**config.mk**
```make
export PLATFORM = sky130hd
export DESIGN_NAME = bka16_sub_pipe
export DESIGN_NICKNAME = d
export VERILOG_FILES = /design/src/rtl/bka_pkg.sv /design/src/rtl/bka_pipe_stage.sv /design/src/rtl/pg_blackcell.sv /design/src/rtl/pg_graycell.sv /design/src/rtl/pg_onebit.sv /design/src/rtl/bka16_sub_pipe.sv
export SDC_FILE = /design/constraint.sdc
export NUM_CORES = 1
export LEC_CHECK = 0
export CORE_MARGIN = 10
export CORE_UTILIZATION = 30
export DETAILED_ROUTE_END_ITERATION = 10
export PLACE_DENSITY_LB_ADDON = 0.3
export SLEW_MARGIN = 5
export SYNTH_ARGS = -nofsm -noshare
export SYNTH_HDL_FRONTEND = slang
export SYNTH_HIERARCHICAL = 1
export SYNTH_SLANG_ARGS = --single-unit
```
**constraint.sdc**
```tcl
create_clock -name clk -period 2.3 [get_ports clk]
set_input_delay 0.23 -clock clk [delete_from_list [all_inputs] [get_ports clk]]
set_output_delay 0.23 -clock clk [all_outputs]
set_load 0.1 [all_outputs]
```
**src/rtl/bka_pkg.sv**
```systemverilog
// Shared widths and payload types for the Brent-Kung adder/subtractor family.
package bka_pkg;

    localparam int unsigned BKA_W    = 16;
    localparam int unsigned BKA_LVLS = 4;

    // Mid-tree snapshot: raw propagate plus group G/P after upsweep level 2.
    // gg[0] is the bit-0 carry c0 (carry-in folded in); gg[1]/gg[3] are final carries.
    typedef struct packed {
        logic [BKA_W-1:0] p;
        logic [BKA_W-1:0] gg;
        logic [BKA_W-1:0] pp;
        logic             a_msb;
        logic             b_msb;
    } bka_pg_t;

    // Result word with compare flags.
    typedef struct packed {
        logic [BKA_W-1:0] q;
        logic             borrow;
        logic             zero;
        logic             lt_s;
        logic             ovf;
    } bka_res_t;

endpackage

```
**src/rtl/bka_pipe_stage.sv**
```systemverilog
// One valid/ready register slice; accepts when empty or draining this cycle.
module bka_pipe_stage #(
    parameter int unsigned DW = 8
) (
    input  logic          clk,
    input  logic          rst_n,
    input  logic          in_valid,
    output logic          in_ready_c,
    input  logic [DW-1:0] in_data,
    output logic          out_valid,
    input  logic          out_ready,
    output logic [DW-1:0] out_data
);
    logic          valid_q;
    logic [DW-1:0] data_q;

    assign in_ready_c = ~valid_q | out_ready;
    assign out_valid  = valid_q;
    assign out_data   = data_q;

    // Slot register: refill or empty when advancing, hold otherwise.
    always_ff @(posedge clk or negedge rst_n) begin
        if (!rst_n) begin
            valid_q <= 1'b0;
            data_q  <= '0;
        end else if (in_ready_c) begin
            valid_q <= in_valid;
            if (in_valid) begin
                data_q <= in_data;
            end
        end
    end
endmodule

```
**src/rtl/pg_blackcell.sv**
```systemverilog
// Prefix black cell: combines high and low group (G,P).
module pg_blackcell (
    input  logic g_hi,
    input  logic p_hi,
    input  logic g_lo,
    input  logic p_lo,
    output logic g,
    output logic p
);
    assign g = g_hi | (p_hi & g_lo);
    assign p = p_hi & p_lo;
endmodule

```
**src/rtl/pg_graycell.sv**
```systemverilog
// Prefix gray cell: group generate only, used where the low side is a carry.
module pg_graycell (
    input  logic g_hi,
    input  logic p_hi,
    input  logic g_lo,
    output logic g
);
    assign g = g_hi | (p_hi & g_lo);
endmodule

```
**src/rtl/pg_onebit.sv**
```systemverilog
// Per-bit propagate/generate cell.
module pg_onebit (
    input  logic a,
    input  logic b,
    output logic p,
    output logic g
);
    assign p = a ^ b;
    assign g = a & b;
endmodule

```
**src/rtl/bka16_sub_pipe.sv**
```systemverilog
// 16-bit pipelined subtractor q = a + ~b + 1 on a Brent-Kung tree, with compare flags.
module bka16_sub_pipe
    import bka_pkg::*;
#(
    parameter int unsigned W        = BKA_W,
    parameter int unsigned PIPE_MID = 1
) (
    input  logic         clk,
    input  logic         rst_n,
    input  logic         in_valid,
    output logic         in_ready,
    input  logic [W-1:0] a,
    input  logic [W-1:0] b,
    output logic         out_valid,
    input  logic         out_ready,
    output logic [W-1:0] q,
    output logic         borrow,
    output logic         zero,
    output logic         lt_s,
    output logic         ovf
);
    localparam int unsigned PGW = $bits(bka_pg_t);
    localparam int unsigned RW  = $bits(bka_res_t);

    // The tree wiring below is hand-built for exactly 16 bits / 4 levels.
    if (W != BKA_W || (32'd1 << BKA_LVLS) != 32'(BKA_W)) begin : g_bad_width
        $error("bka16_sub_pipe: W must be 16");
    end

    // ---------------- stage 1: pg generation, upsweep levels 1-2 ----------------
    logic [W-1:0] nb;
    logic [W-1:0] bp;
    logic [W-1:0] bg;
    logic [W-1:0] l1_g;
    logic [W-1:0] l1_p;
    logic [W-1:0] l2_g;
    logic [W-1:0] l2_p;
    logic         c0;
    bka_pg_t      pg_c;

    assign nb = ~b;

    for (genvar i = 0; i < W; i++) begin : g_bit
        pg_onebit u_bit (.a(a[i]), .b(nb[i]), .p(bp[i]), .g(bg[i]));
    end

    // Carry-in of 1 folded into bit 0.
    pg_graycell u_cin (.g_hi(bg[0]), .p_hi(bp[0]), .g_lo(1'b1), .g(c0));

    // Upsweep level 1: span 2 at odd positions; position 1 resolves to carry c1.
    for (genvar i = 0; i < W; i++) begin : g_l1
        if (i == 0) begin : g_c0
            assign l1_g[i] = c0;
            assign l1_p[i] = bp[i];
        end else if (i == 1) begin : g_c1
            pg_graycell u_gc (.g_hi(bg[i]), .p_hi(bp[i]), .g_lo(c0), .g(l1_g[i]));
            assign l1_p[i] = bp[i];
        end else if (i % 2 == 1) begin : g_bc
            pg_blackcell u_bc (.g_hi(bg[i]), .p_hi(bp[i]), .g_lo(bg[i-1]), .p_lo(bp[i-1]),
                               .g(l1_g[i]), .p(l1_p[i]));
        end else begin : g_pass
            assign l1_g[i] = bg[i];
            assign l1_p[i] = bp[i];
        end
    end

    // Upsweep level 2: span 4 at positions 3,7,11,15; position 3 resolves to carry c3.
    for (genvar i = 0; i < W; i++) begin : g_l2
        if (i == 3) begin : g_c3
            pg_graycell u_gc (.g_hi(l1_g[i]), .p_hi(l1_p[i]), .g_lo(l1_g[i-2]), .g(l2_g[i]));
            assign l2_p[i] = l1_p[i];
        end else if (i % 4 == 3) begin : g_bc
            pg_blackcell u_bc (.g_hi(l1_g[i]), .p_hi(l1_p[i]), .g_lo(l1_g[i-2]),
                               .p_lo(l1_p[i-2]), .g(l2_g[i]), .p(l2_p[i]));
        end else begin : g_pass
            assign l2_g[i] = l1_g[i];
            assign l2_p[i] = l1_p[i];
        end
    end

    assign pg_c = '{p: bp, gg: l2_g, pp: l2_p, a_msb: a[W-1], b_msb: b[W-1]};

    // ---------------- mid-tree register (optional) ----------------
    logic    s1_in_ready;
    logic    s1_valid;
    bka_pg_t s1_pg;
    logic    s2_in_ready;

    if (PIPE_MID != 0) begin : g_mid
        bka_pipe_stage #(.DW(PGW)) u_s1 (
            .clk        (clk),
            .rst_n      (rst_n),
            .in_valid   (in_valid),
            .in_ready_c (s1_in_ready),
            .in_data    (pg_c),
            .out_valid  (s1_valid),
            .out_ready  (s2_in_ready),
            .out_data   (s1_pg)
        );
    end else begin : g_no_mid
        assign s1_in_ready = s2_in_ready;
        assign s1_valid    = in_valid;
        assign s1_pg       = pg_c;
    end

    assign in_ready = s1_in_ready;

    // ---------------- stage 2: upsweep levels 3-4, downsweep, sum, flags ----------------
    logic [W-1:0] gg;
    logic [W-1:0] pp;
    logic         c1, c3, c5, c7, c9, c11, c13, c15;
    logic         g15_8, p15_8;
    logic [7:0]   c_odd;
    logic [7:1]   c_even;
    logic [W-1:0] carry;
    logic [W-1:0] sum;
    logic         ovf_c;
    logic         unused_pp;
    bka_res_t     res_c;
    bka_res_t     res_q;

    assign gg = s1_pg.gg;
    assign pp = s1_pg.pp;
    assign c1 = gg[1];
    assign c3 = gg[3];

    // Group P of spans ending at bits 0, 1 and 3 is never needed past level 2.
    assign unused_pp = ^{pp[3], pp[1:0]};

    // Level 3 (span 8) and level 4 (span 16); both land on carries.
    pg_graycell  u_c7   (.g_hi(gg[7]), .p_hi(pp[7]), .g_lo(gg[3]), .g(c7));
    pg_blackcell u_u15  (.g_hi(gg[15]), .p_hi(pp[15]), .g_lo(gg[11]), .p_lo(pp[11]),
                         .g(g15_8), .p(p15_8));
    pg_graycell  u_c15  (.g_hi(g15_8), .p_hi(p15_8), .g_lo(c7), .g(c15));

    // Downsweep: 11, then 5/9/13, then every even position.
    pg_graycell  u_c11  (.g_hi(gg[11]), .p_hi(pp[11]), .g_lo(c7),  .g(c11));
    pg_graycell  u_c5   (.g_hi(gg[5]),  .p_hi(pp[5]),  .g_lo(c3),  .g(c5));
    pg_graycell  u_c9   (.g_hi(gg[9]),  .p_hi(pp[9]),  .g_lo(c7),  .g(c9));
    pg_graycell  u_c13  (.g_hi(gg[13]), .p_hi(pp[13]), .g_lo(c11), .g(c13));

    assign c_odd = {c15, c13, c11, c9, c7, c5, c3, c1};

    for (genvar k = 1; k < 8; k++) begin : g_even
        pg_graycell u_ce (.g_hi(gg[2*k]), .p_hi(pp[2*k]), .g_lo(c_odd[k-1]), .g(c_even[k]));
    end

    // carry[i] is the carry out of bit i.
    for (genvar k = 0; k < 8; k++) begin : g_carry
        assign carry[2*k+1] = c_odd[k];
        if (k == 0) begin : g_b0
            assign carry[0] = gg[0];
        end else begin : g_bk
            assign carry[2*k] = c_even[k];
        end
    end

    assign sum   = s1_pg.p ^ {carry[W-2:0], 1'b1};
    assign ovf_c = (s1_pg.a_msb ^ s1_pg.b_msb) & (sum[W-1] ^ s1_pg.a_msb);
    assign res_c = '{q: sum, borrow: ~carry[W-1], zero: ~|sum,
                     lt_s: sum[W-1] ^ ovf_c, ovf: ovf_c};

    // Output register slice.
    bka_pipe_stage #(.DW(RW)) u_s2 (
        .clk        (clk),
        .rst_n      (rst_n),
        .in_valid   (s1_valid),
        .in_ready_c (s2_in_ready),
        .in_data    (res_c),
        .out_valid  (out_valid),
        .out_ready  (out_ready),
        .out_data   (res_q)
    );

    assign q      = res_q.q;
    assign borrow = res_q.borrow;
    assign zero   = res_q.zero;
    assign lt_s   = res_q.lt_s;
    assign ovf    = res_q.ovf;

endmodule

```
[Yosys cells after proc, flatten, opt, wreduce, memory -nomap -nowiden]
Cells that the tools add are included.
Word-level totals
  register bits: 72
  bits in latches: 0
  RAM bits: 0
  ROM bits: 0
  bits of input ports: 36
  memories kept: 0
Operators by class
  add/sub/neg operators: 0
  multipliers: 0
  divide/modulo/power cells: 0
  magnitude comparators: 0
  equality and inequality tests: 0
  shift operators: 0
  multiplexer cells: 0
  bitwise logic cells: 107
  reductions and logical operators: 4
Operator list (number)
  $and A1 B1 Y1: 54
  $or A1 B1 Y1: 29
  $xor A1 B1 Y1: 19
  $not A16 Y16: 1
  $reduce_or A16 Y1: 1
  $xor A16 B16 Y16: 1
  $reduce_and A2 Y1: 2
  $not A1 Y1: 3
  $logic_not A1 Y1: 1

[Logic depth before layout (Yosys ltp)]
  word-level depth: 12
  mapped depth: 8

[Modules after synthesis]
The synthesis kept the hierarchy.
Modules (own cells, without submodules)
  bka_pipe_stage (g_mid.u_s1): times used 1, cells each 109, area an instance 2114.5 sq um
  bka_pipe_stage (u_s2): times used 1, cells each 46, area an instance 898.4 sq um
  bka16_sub_pipe: times used 1, cells each 45, area an instance 267.8 sq um
  pg_onebit: times used 16, cells each 1, area an instance 12.5 sq um
  pg_blackcell: times used 11, cells each 2, area an instance 15.0 sq um
  pg_graycell: times used 16, cells each 1, area an instance 7.5 sq um

[Worst setup path before layout]
Ideal clock, no wire load.
  path kind: reg2reg
  start: reg u_s2.valid_q, in the netlist u_s2/out_valid
  end: reg g_mid.u_s1.data_q[0], in the netlist g_mid.u_s1/out_data[0]
  library setup time: 125 ps
  arrival time: 2045 ps
  data required time: 2175 ps
  slack: 130 ps
  cell stages (with the launch flop): 6
  buffers on the path: 1
  path through: dfrtp_1 -> nand2b_4 -> nand2b_4 -> nand2_4 -> buf_6 -> mux2_4
On the way
  longest elaborated chain between the ends: 4
Ends and longest elaborated chain
  start: declaration: line bka_pipe_stage.sv:14  | logic valid_q;
  start signal: assignment: line bka_pipe_stage.sv:27  | valid_q <= in_valid;
  $not A1 Y1: line bka_pipe_stage.sv:17  | assign in_ready_c = ~valid_q | out_ready;
  $or A1 B1 Y1: line bka_pipe_stage.sv:17
  named net s2_in_ready: line bka16_sub_pipe.sv:87  | logic s2_in_ready;
  $or A1 B1 Y1: line bka_pipe_stage.sv:17
  named net in_ready: line bka16_sub_pipe.sv:11  | output logic in_ready,
  $reduce_and A2 Y1 (no line)
  end signal: assignment: line bka_pipe_stage.sv:29  | data_q <= in_data;
  end: declaration: line bka_pipe_stage.sv:15  | logic [DW-1:0] data_q;
The timed path passes the listed nets, and every way through them passes these cells.
A chain may end at the register's enable or synchronous reset.

==> results.md <==
- Clock-pin slew on the worst setup and hold paths: 60 ps
- Routed vias/inst: around 4.3
- CTS Root Cell: clkbuf_16
- DRC Markers: 0
- First-pass GRT wire length: between 10 and 15 mm
- Number of global-route vias before repair: between 2000 and 2500
- Area Overhead vs Synth: 28.90%
- CTS tree: built
- GRT Total Usage: 0.09072
- GRT Residual Overflow: 0
- Die ar.: 16960 µm²
- Slew margin rel.: 0.4523
- Synth Warn #: 6
- Hold buffers post-CTS: 0
- Final setup violation count: 0
- Register-to-Register Path Depth: 9
- Initial antenna violation count: 0
- Switching power: 2402 µW
- Fill cells: around 1100
- Sw Ratio: 0.4013
- WP data arrival: approximately 2300 ps
- Post-DP HPWL: 5.424 mm
- Crit path time final: ~2100 ps
- Fmax: 469.2 MHz
- Pwr dens: 1274 nW/µm²
- Hold Slack: ~1.3 ps
- Largest net degree at the start of global routing: 37
- Core Footprint: 11960 µm²
- ANT cells: 0
- TNS Setup: 0 ps
- Period utilization: 0.9267
- RSZ-0062 raised after global routing: false
- WL/cell: roughly 16 µm
- Die W: 130.2 µm
- Reg2reg start: g_mid.u_s1/out_data[21]
- Mapped Area: between 3000 and 4000 µm²
- Input/output buffers: between 50 and 60
- Nets: around 370
- Max Buffers Root-to-Sink: 2
- Critical Path End Type: register
- Max IR drop VDD: 0.5183 mV
- Vias: between 2000 and 2500
- Final slew viol count: 0
- Max Cap Viol: 0
- Status: complete, no violations
- Total area of multi-input combinational cells: about 1800 µm²
- Setup Fix Bufs, Post-CTS: 0
- Initial Utilization: 0.3048
- Clock power share: 0.285
- Post-CTS sizing: 0
- Comb power frac: 0.423
- RR Endpoint: u_s2/out_data[0]
- GP Congestion: 0.7272
- Number of detailed-route iterations in the first pass: 4
- Clk Latency, worst-skew pair: 320 ps
- Startpoint Class: register
- Final count of hold timing violations: 0
- Routed WL: 7.265 mm
- Sequential power share: 0.291
- Fin worst setup slack: between 150 and 200 ps
- Clk_skew: ~3.3 ps
- Syn Area/Cell: approximately 15 µm²
- Syn Inst Count: 248
- 1st-iter DRT viols: between 100 and 150
- Sinks on Clock Net: a little under 70
- Commonest non-fill, non-tap cell in the layout: dfrtp_1
- Die Y: 130.2 µm
- Worst Setup EP: u_s2/out_data[0]
- CP Launch Point: g_mid.u_s1/out_data[21]
- Max H-tree Level: 3
- CTS buffer count: 9
- Sequential cell area: between 1500 and 2000 µm²
- CP max FO: 5
- Crit Path Class: register to register
- Worst-margin pin slew: 821.5 ps
- P_int: 3584 µW
- Share of cells above drive strength 1: 0.3969
- Worst Path Required: 2510 ps
- Most frequent cells in the layout: 69 x dfrtp_1, 67 x mux2_4, 34 x clkdlybuf4s50_1
- Dpl ws: between 150 and 200 ps
- Syn nets: 300
- Flop2flop setup slack: 170 ps
- Routed Antenna Nets: 0
- LEAKAGE: 0.002471 µW
- Hold Path Class: input pin to async pin
- Row cnt: 40
- Number of I/O pins: a little under 60
worst max-delay path, stage by stage, from the launching register on:
cell	delay [ps]
dfrtp_1	450
a21o_1	260
a21o_1	220
a21o_1	190
a21o_1	160
xor2_1	170
buf_4	160
nand3b_1	70
o21ai_0	80
mux2_4	260
final cells by class:
| type | count | area share |
|---|---|---|
| clock buffer | 10 | 0.05085 |
| clock inverter | 6 | 0.02849 |
| inverter | 18 | 0.01438 |
| multi-input combinational | 154 | 0.3735 |
| sequential | 69 | 0.3674 |
| tap | 147 | 0.03914 |
| timing repair buffer | 63 | 0.1262 |
worst min path at each step:
stage                     start                endpoint  cells after the start
after floorplan           rst_n  g_mid.u_s1/out_data[0]                      0
after global placement    rst_n          u_s2/out_valid                      1
after detailed placement  rst_n          u_s2/out_valid                      1
after CTS                 rst_n          u_s2/out_valid                      1
after global routing      rst_n          u_s2/out_valid                      1
final                     rst_n          u_s2/out_valid                      1
flip-flops by register name, summed over array words and instances (netlist names):
register	cells
g_mid.u_s1/out_valid	1
u_s2/out_data	20
g_mid.u_s1/out_data	47
u_s2/out_valid	1
through the flow:
step | power, µW | utilization | cell area (µm²) | std cells
after floorplan | 3731 | - | 3646 | 248
final | 5986 | 0.3929 | 4700 | 467
after CTS | 6070 | 0.3929 | 4700 | 467
after detailed placement | 4319 | 0.3617 | 4327 | 451
after global placement | 4314 | 0.3617 | 4327 | 451
after global routing | 6247 | 0.3929 | 4700 | 467
per-layer routing:
metal / wire, µm / track usage
met1: 3544 / 0.1189
met2: 3249 / 0.1342
met3: 402 / 0.03570
met4: 69 / 0.02778
met5: 0 / 0
power by group through the flow:
stage / Sequential, µW / Clock (µW) / Combinational [µW]
5_1_grt: 1790 / 1800 / 2660
6_report: 1740 / 1710 / 2530
3_3_place_gp: 1760 / 0 / 2550
4_1_cts: 1750 / 1760 / 2570
2_1_floorplan: 2910 / 0 / 826
3_5_place_dp: 1760 / 0 / 2560
No activity file was read; power rests on OpenSTA's default activity.
